## config.mk

```make
export PLATFORM = sky130hd
export DESIGN_NAME = i2c_slave_rx
export DESIGN_NICKNAME = d
export VERILOG_FILES = /design/src/rtl/i2c_pkg.sv /design/src/rtl/i2c_line_sync.sv /design/src/rtl/i2c_slave_rx.sv
export SDC_FILE = /design/constraint.sdc
export NUM_CORES = 1
export LEC_CHECK = 0
export CAP_MARGIN = 20
export CORE_MARGIN = 10
export CORE_UTILIZATION = 57
export CTS_BUF_LIST = sky130_fd_sc_hd__clkbuf_4 sky130_fd_sc_hd__clkbuf_8
export DETAILED_ROUTE_END_ITERATION = 16
export PLACE_DENSITY = 0.76
export SYNTH_ARGS = -nofsm -noshare
export SYNTH_HDL_FRONTEND = slang
export SYNTH_SLANG_ARGS = --single-unit
```

## constraint.sdc

```tcl
create_clock -name CLK -period 2.7 [get_ports CLK]
set_input_delay 0.81 -clock CLK [delete_from_list [all_inputs] [get_ports CLK]]
set_output_delay 0.81 -clock CLK [all_outputs]
set_load 0.01 [all_outputs]
```

## src/rtl/i2c_pkg.sv

```systemverilog
// Shared types and constants for the I2C write-only slave receiver.
package i2c_pkg;

  localparam int unsigned BYTE_W    = 8;
  localparam int unsigned BIT_CNT_W = 3;

  localparam logic [BYTE_W-1:0] DEFAULT_SLAVE_ADDR = 8'h5A;

  typedef enum logic [2:0] {
    IDLE,
    ADDR,
    ADDR_ACK,
    DATA,
    DATA_ACK,
    WAIT_STOP
  } i2c_state_e;

  // Insert one received bit into the byte being assembled.
  function automatic logic [BYTE_W-1:0] shift_bit(
    input logic [BYTE_W-1:0] cur,
    input logic              b,
    input logic              lsb_first
  );
    return lsb_first ? {b, cur[BYTE_W-1:1]} : {cur[BYTE_W-2:0], b};
  endfunction

endpackage

```

## src/rtl/i2c_line_sync.sv

```systemverilog
// Input synchronizer plus history flop for one bus line; flags rise/fall.
module i2c_line_sync #(
  parameter int unsigned SYNC_STAGES = 2
) (
  input  logic clk,
  input  logic rst_n,
  input  logic line_in,
  output logic level,
  output logic rise,
  output logic fall
);

  logic [SYNC_STAGES-1:0] sync_q;
  logic                   hist_q;

  // Preset to 1 so an idle bus produces no edges out of reset.
  always_ff @(posedge clk or negedge rst_n) begin
    if (!rst_n) begin
      sync_q <= '1;
      hist_q <= 1'b1;
    end else begin
      sync_q <= {sync_q[SYNC_STAGES-2:0], line_in};
      hist_q <= sync_q[SYNC_STAGES-1];
    end
  end

  assign level = sync_q[SYNC_STAGES-1];
  assign rise  = level & ~hist_q;
  assign fall  = ~level & hist_q;

endmodule

```

## src/rtl/i2c_slave_rx.sv

```systemverilog
// I2C-style write-only slave receiver: START/STOP detect, address match,
// open-drain ACK and a one-cycle strobe per received data byte.
module i2c_slave_rx
  import i2c_pkg::*;
#(
  parameter logic [BYTE_W-1:0] SLAVE_ADDR  = DEFAULT_SLAVE_ADDR,
  parameter int unsigned       SYNC_STAGES = 2,
  parameter logic              LSB_FIRST   = 1'b1
) (
  input  logic              CLK,
  input  logic              RST_N,
  input  logic              SCL_IN,
  input  logic              SDA_IN,
  output logic              SDA_OE,
  output logic [BYTE_W-1:0] RX_DATA,
  output logic              RX_VALID,
  output logic              ADDR_HIT,
  output logic              BUSY
);

  logic scl_level, scl_rise, scl_fall;
  logic sda_level, sda_rise, sda_fall;
  logic start_det, stop_det;

  i2c_state_e           state_q, state_d;
  logic [BIT_CNT_W-1:0] bit_cnt_q, bit_cnt_d;
  logic [BYTE_W-1:0]    shift_q, shift_d, shifted;
  logic [BYTE_W-1:0]    rx_data_q, rx_data_d;
  logic                 ack_hi_q, ack_hi_d;
  logic                 sda_oe_q, sda_oe_d;
  logic                 addr_hit_q, addr_hit_d;
  logic                 busy_q, busy_d;
  logic                 done_q, done_d;
  logic                 rx_valid_q, rx_valid_d;
  logic                 last_bit;

  i2c_line_sync #(.SYNC_STAGES(SYNC_STAGES)) u_scl_sync (
    .clk     (CLK),
    .rst_n   (RST_N),
    .line_in (SCL_IN),
    .level   (scl_level),
    .rise    (scl_rise),
    .fall    (scl_fall)
  );

  i2c_line_sync #(.SYNC_STAGES(SYNC_STAGES)) u_sda_sync (
    .clk     (CLK),
    .rst_n   (RST_N),
    .line_in (SDA_IN),
    .level   (sda_level),
    .rise    (sda_rise),
    .fall    (sda_fall)
  );

  assign start_det = sda_fall & scl_level;
  assign stop_det  = sda_rise & scl_level;
  assign shifted   = shift_bit(shift_q, sda_level, LSB_FIRST);
  assign last_bit  = (bit_cnt_q == BIT_CNT_W'(BYTE_W - 1));

  // State and datapath registers.
  always_ff @(posedge CLK or negedge RST_N) begin
    if (!RST_N) begin
      state_q    <= IDLE;
      bit_cnt_q  <= '0;
      shift_q    <= '0;
      rx_data_q  <= '0;
      ack_hi_q   <= 1'b0;
      sda_oe_q   <= 1'b0;
      addr_hit_q <= 1'b0;
      busy_q     <= 1'b0;
      done_q     <= 1'b0;
      rx_valid_q <= 1'b0;
    end else begin
      state_q    <= state_d;
      bit_cnt_q  <= bit_cnt_d;
      shift_q    <= shift_d;
      rx_data_q  <= rx_data_d;
      ack_hi_q   <= ack_hi_d;
      sda_oe_q   <= sda_oe_d;
      addr_hit_q <= addr_hit_d;
      busy_q     <= busy_d;
      done_q     <= done_d;
      rx_valid_q <= rx_valid_d;
    end
  end

  // Next-state, bit assembly and ACK driver; START/STOP override SCL edges.
  always_comb begin
    state_d    = state_q;
    bit_cnt_d  = bit_cnt_q;
    shift_d    = shift_q;
    ack_hi_d   = ack_hi_q;
    sda_oe_d   = sda_oe_q;
    addr_hit_d = addr_hit_q;
    busy_d     = busy_q;
    done_d     = 1'b0;
    // Completed byte is published one cycle after its last bit is shifted in.
    rx_valid_d = done_q;
    rx_data_d  = done_q ? shift_q : rx_data_q;

    if (stop_det) begin
      state_d    = IDLE;
      bit_cnt_d  = '0;
      ack_hi_d   = 1'b0;
      sda_oe_d   = 1'b0;
      addr_hit_d = 1'b0;
      busy_d     = 1'b0;
    end else if (start_det) begin
      state_d    = ADDR;
      bit_cnt_d  = '0;
      ack_hi_d   = 1'b0;
      sda_oe_d   = 1'b0;
      addr_hit_d = 1'b0;
      busy_d     = 1'b1;
    end else begin
      unique case (state_q)
        IDLE: ;
        ADDR: begin
          if (scl_rise) begin
            shift_d   = shifted;
            bit_cnt_d = bit_cnt_q + 1'b1;
            if (last_bit) begin
              state_d = (shifted == SLAVE_ADDR) ? ADDR_ACK : WAIT_STOP;
            end
          end
        end
        DATA: begin
          if (scl_rise) begin
            shift_d   = shifted;
            bit_cnt_d = bit_cnt_q + 1'b1;
            if (last_bit) begin
              done_d  = 1'b1;
              state_d = DATA_ACK;
            end
          end
        end
        ADDR_ACK, DATA_ACK: begin
          if (scl_fall) begin
            if (!ack_hi_q) begin
              sda_oe_d = 1'b1;
              ack_hi_d = 1'b1;
              if (state_q == ADDR_ACK) begin
                addr_hit_d = 1'b1;
              end
            end else begin
              sda_oe_d  = 1'b0;
              ack_hi_d  = 1'b0;
              bit_cnt_d = '0;
              state_d   = DATA;
            end
          end
        end
        WAIT_STOP: begin
          sda_oe_d = 1'b0;
        end
        default: begin
          state_d = IDLE;
        end
      endcase
    end
  end

  assign SDA_OE   = sda_oe_q;
  assign RX_DATA  = rx_data_q;
  assign RX_VALID = rx_valid_q;
  assign ADDR_HIT = addr_hit_q;
  assign BUSY     = busy_q;

endmodule

```

# [After elaboration in Yosys (flattened, before gate mapping)]
# Index checks and enable logic that the tools add are counted.
[op_classes] n_addsub=1 mul=0 div_mod_pow=0 n_lt_le_gt_ge=0 eq_ne=16 shift=0 mux=37 bitwise=12 n_reduce_logical=16
[op_table] op="3-bit two-way mux" n=14
[op_table] op="4-bit inequality test (second input constant)" n=6
[op_table] op="1-bit two-way mux" n=20
[op_table] op="3-bit one-hot mux with 4 select lines" n=1
[op_table] op="4-bit AND reduction" n=3
[op_table] op="3-bit equality test (second input constant)" n=3
[op_table] op="3-bit nonzero test" n=3
[op_table] op="8-bit by 7-bit equality test with 1-bit output (second input constant)" n=1
[op_table] op="4-bit nonzero test" n=2
[op_table] op="7-bit AND reduction" n=1
[op_table] op="1-bit AND" n=6
[op_table] op="3-bit by 2-bit equality test with 1-bit output (second input constant)" n=2
[op_table] op="1-bit inverter" n=6
[op_table] op="3-bit one-hot mux with 2 select lines" n=1
[op_table] op="2-bit OR reduction" n=3
[op_table] op="4-bit by 1-bit inequality test with 1-bit output (second input constant)" n=1
[op_table] op="2-bit AND reduction" n=2
[op_table] op="3-bit by 1-bit adder with 3-bit output (second input constant)" n=1
[op_table] op="3-bit by 1-bit equality test with 1-bit output (second input constant)" n=1
[op_table] op="3-bit logical NOT" n=1
[op_table] op="3-bit by 1-bit inequality test with 1-bit output (second input constant)" n=1
[op_table] op="3-bit inequality test (second input constant)" n=1
[op_table] op="1-bit one-hot mux with 2 select lines" n=1
[op_table] op="2-bit nonzero test" n=1
[word_totals] reg_bits=34 latch_bits=0 ramBits=0 romBits=0 input_bits=4 elab_cells=96 memories=0

# [Longest topological paths before layout]
[logic_depth] depth_word=7 ltp_mapped=6

# [Hierarchy]
# Synthesis repeated with hierarchy kept, for this count alone.
[hier_totals] hier_cells=116 hier_area_um2=1485.2
[by_module_without_submodules] module="i2c_slave_rx" n_inst=1 cells_per_inst=106 area_per_inst_um2=1297.5 seq_area_each_um2=700.7
[by_module_without_submodules] module="i2c_line_sync" n_inst=2 cells_per_inst=5 area_per_inst_um2=93.8 seq_area_each_um2=78.8

# [Worst setup path before layout]
# No wires, ideal clock.
[synth_timing] kind="register to register" startpoint="register u_scl_sync.sync_q[1]" endpoint="register shift_q[0]" setup_ns=0.125 arrival_time_ns=1.751 required_time_ns=2.575 setup_slack_ns=0.824 stages_incl_launch_ff=6 period_less_slack_ns=1.876 path_cell_list="dfstp_2 -> clkbuf_1 -> inv_1 -> or4_1 -> buf_2 -> mux2_2"
[synth_between] elab_chain_cells=3 word_cells_on_any_way=6
[synth_lines] element="from (decl)" line="i2c_line_sync.sv:13" text="logic [SYNC_STAGES-1:0] sync_q;"
[synth_lines] element="from (signal assigned)" line="i2c_line_sync.sv:22" text="sync_q <= {sync_q[SYNC_STAGES-2:0], line_in};"
[synth_lines] element="1-bit AND (on tied branches)" line="i2c_slave_rx.sv:56, i2c_slave_rx.sv:55"
[synth_lines] element="1-bit inverter (no line)"
[synth_lines] element="4-bit AND reduction (no line) *"
[synth_lines] element="to (signal assigned)" line="i2c_slave_rx.sv:76" text="shift_q <= shift_d;"
[synth_lines] element="to (decl)" line="i2c_slave_rx.sv:27" text="logic [BYTE_W-1:0] shift_q, shift_d, shifted;"
# Mark *: on every way between the ends. The rest lies on a longest branch, timed or not.
# A chain may end at the register's enable or synchronous reset.

# [Final worst setup path]
[layout_timing] startpoint="register busy_q (netlist: BUSY)" endpoint="output BUSY"
[layout_rtl] element="from (decl)" line="i2c_slave_rx.sv:32" text="logic busy_q, busy_d;"
[layout_rtl] element="from (signal assigned)" line="i2c_slave_rx.sv:81" text="busy_q <= busy_d;"
[layout_rtl] element="to (decl)" line="i2c_slave_rx.sv:18" text="output logic BUSY"
# No word-level cell between the ends.

==> results.md <==
| Result | Reported | Unit |
|:---|:---|:---|
| Total number of vias | 976 | - |
| Post-layout net count | 138 | - |
| Overall fraction of global-route tracks in use | 11.5 | % |
| Relative area change from synthesis to final layout | 15.1 | % |
| Leakage power summed over all cells | 0.755 | nW |
| Top-area cell type share of the netlist area | 47.1 | % |
| Syn. warnings | 0 | - |
| Clock buffer depth | 2 | - |
| Worst path top cell family by delay | buffers and inverters | - |
| Clock sinks | 34 | - |
| Resized cells post-CTS | 0 | - |
| Count of hold-fix buffers inserted at cts | 0 | - |
| Count of inserted antenna diode cells | 0 | - |
| Most instantiated cells after synthesis | 28 x dfrtp_1, 19 x mux2_2, 6 x dfstp_2 | - |
| Count of distinct cell types in the synthesized netlist | 38 | - |
| Area contributors post-synth | dfrtp_1 47%, mux2_2 14%, dfstp_2 11% | - |
| Post-placement cell count | 155 | - |
| # setup viols final | 0 | - |
| Required @ worst endpoint | 1890 | ps |
| Fraction of layout instances using a drive strength above 1 | 27.1 | % |
| Port Buf Inserts | 15 | - |
| Most frequently used flop master after synthesis | dfrtp_1 | - |
| GRT overflow | 0 | - |
| CTS root buf | clkbuf_4 | - |
| Tightest slew margin relative to the limit | 72.8 | % |
| Setup repair after global routing missed its margin | false | - |
| Arrival time of data at the critical path endpoint | 1280 | ps |
| Die extent in x | 71.1 | um |
| Final hold violation count | 0 | - |
| Top cell type by total area after synthesis | dfrtp_1 | - |
| Synthesized netlist net count | 120 | - |
| Iter 0 DRT Violations | 37 | - |
| Clock period minus worst slack | 2090 | ps |
| TritonCTS clock tree | done | - |
| Clock latency at the later pin of the worst-skew pair | 340 | ps |
| First drt pass iteration count | 4 | - |
| Max stage delay on crit path | 560 | ps |
| Setup Crit Path Kind | reg -> out | - |
| Vias in the first global route | 963 | - |
| Post-synthesis instance area | 1490 | sq um |
| Estimated wirelength of the detail-placed design | 1950 | um |
| Boundary pin count | 16 | - |
| Worst min-delay path class | reg -> reg | - |
| Die area | 5050 | sq um |
| Sequential-to-total area share from yosys stat | 57.7 | % |
| Mean instance size in the synthesized netlist | 13.0 | sq um |
| Setup TNS Final | 0 | ps |
| Result of the run | finished, final reports clean | - |
| Placed cell area | 1650 | sq um |
| Slowest CP cell | clkdlybuf4s50_1 | - |
| Seq cells post-synth | 34 | - |
| DR vias/cell | 5.99 | - |
| Transition at the pin with the smallest max-transition slack | 403 | ps |
| Number of CTS-inserted buffers | 5 | - |
| Crit Path Max Fanout | 3 | - |
| Number of enable flip-flop cells after synthesis | 0 | - |
| Final weighted congestion in routability-driven placement | 1.02 | - |
| First-pass GRT wire length | 4620 | um |
| Most heavily used metal layer in global routing | met2 | - |
| Global-route met3 utilization | 5.44 | % |
| Number of maximum-capacitance constraint violations | 0 | - |
| Number of nets still failing antenna checks after routing | 0 | - |
| Number of levels the H-tree was split into | 2 | - |
| Area of the core | 2480 | sq um |
| Number of max-slew violations in the final report | 0 | - |
| Initial core utilization | 60.1 | % |
| Top-count cell post-synth | dfrtp_1 | - |
| Total number of placement rows | 18 | - |
| Wire per inst | 16.8 | um |
| Drt drc | 0 | - |
| Met1 Usage GRT | 13.2 | % |
| Maximum clock skew at final layout | 4.64 | ps |
| Fraction of registers with async set or reset after synthesis | 100 | % |
| Overall die height | 71.1 | um |
| CP Cell Sequence | clkdlybuf4s50_1 | - |
| Layout Cell Area excl Fill | 1710 | sq um |
| Register clock-pin slew on the reported worst setup and hold paths | 100 | ps |
| # fillers | 202 | - |
| Number of standard cells after synthesis | 114 | - |
| Post-route non-filler standard cell count | 163 | - |
| Element type at the critical path start | flop | - |
| Worst supply voltage drop on vdd | 0.000536 | V |
| Grt met2 use | 17.7 | % |
| Worst path bufs/invs | 1 | - |
| Pin count of the biggest net entering global routing | 35 | - |
| Fmax | 479 | MHz |
| Fraction of the cycle the final worst path needs | 77.3 | % |
| Initial antenna violation count | 0 | - |
| Detailed-route wire length | 2750 | um |
| Post-CTS Repair Setup Buffers | 0 | - |
| Power per standard cell area | 730 | nW/um^2 |
| Critical Path End Type | primary output | - |
[final cells by class]
| cell class | count | area, sq um | share of cell area [%] |
|---|---|---|---|
| multi-input cells | 70 | 577 | 33.7 |
| clock buffers | 6 | 51.3 | 2.99 |
| clock inverters | 2 | 12.5 | 0.730 |
| repair buffers | 16 | 158 | 9.20 |
| flip-flops and latches | 34 | 858 | 50.1 |
| well taps | 30 | 37.5 | 2.19 |
| inverters | 5 | 18.8 | 1.10 |
[per-layer routing]
| layer | vias up | part of all wire, % |
|---|---|---|
| li1 | 461 | - |
| met1 | 487 | 45 |
| met2 | 22 | 47 |
| met3 | 6 | 6.2 |
| met4 | 0 | 1.9 |
| met5 | - | 0 |
[registers in the layout, summed over array words and instances, names as in the netlist]
name               cells
bit_cnt_q              3
SDA_OE                 1
ack_hi_q               1
u_scl_sync.hist_q      1
RX_DATA                8
state_q                3
RX_VALID               1
done_q                 1
u_sda_sync.hist_q      1
shift_q                8
u_scl_sync.sync_q      2
u_sda_sync.sync_q      2
ADDR_HIT               1
BUSY                   1
[kinds of logic (layout without fill, tap and decap cells)]
kind of cell / Yosys count / after routing / share of synthesized area [%]
and+or+nand+nor: 27 / 27 / 11.5
xor gates and xnor gates: 3 / 3 / 1.77
AOI/OAI and AO/OA: 18 / 18 / 8.75
adders and majority gates: 2 / 2 / 1.68
muxes: 20 / 20 / 15.1
buffers and inverters: 10 / 29 / 3.53
DFF: 34 / 34 / 57.7
[layout by cell type (no fill, tap or decap), drive strengths merged, types with 3 or more instances in the layout]
master / netlist / routed
dfstp: 6 / 6
clkdlybuf4s50: 0 / 15
nor3: 4 / 4
mux2: 19 / 19
nand2b: 3 / 3
dfrtp: 28 / 28
or4: 3 / 3
inv: 5 / 5
o21ai: 4 / 4
nand2: 3 / 3
nor2: 3 / 3
clkbuf: 3 / 6
[final timing paths]
path / cells after the start / slack (ps) / startpoint / to
setup / recovery: 1 / 610 / BUSY / BUSY
hold / removal: 0 / 360 / u_scl_sync.sync_q[0] / u_scl_sync.sync_q[1]
max in group asynchronous: 2 / 1510 / RST_N / u_sda_sync.hist_q
setup reg to reg: 4 / 660 / u_sda_sync.sync_q[1] / bit_cnt_q[1]
min in group asynchronous: 2 / 860 / RST_N / bit_cnt_q[2]
hold reg to reg: 0 / 360 / u_scl_sync.sync_q[0] / u_scl_sync.sync_q[1]
[report_power, final]
part | switching, mW | total [mW] | internal, mW
Clock | 0.173 | 0.298 | 0.125
Combinational | 0.138 | 0.286 | 0.148
Sequential | 0.0813 | 0.667 | 0.586
[metrics by stage]
| step | hold slack [ps] | util [%] | setup WS (ps) | power (mW) |
|---|---|---|---|---|
| finish | 363 | 69.1 | 614 | 1.25 |
| detailed placement | 348 | 66.6 | 654 | 0.960 |
| global placement | 347 | 66.6 | 746 | 0.938 |
| CTS | 364 | 69.1 | 583 | 1.26 |
| global route | 366 | 69.1 | 505 | 1.33 |
| floorplan | 345 | - | 824 | 0.891 |
[worst reg2reg max path: cells and delay by family (launching register included)]
family	cells	cell delay (ps)
DFF	1	600
AOI/OAI and AO/OA	1	420
muxes	1	380
xor gates and xnor gates	1	310
and+or+nand+nor	1	220
Power figures use the tool's default switching activity.
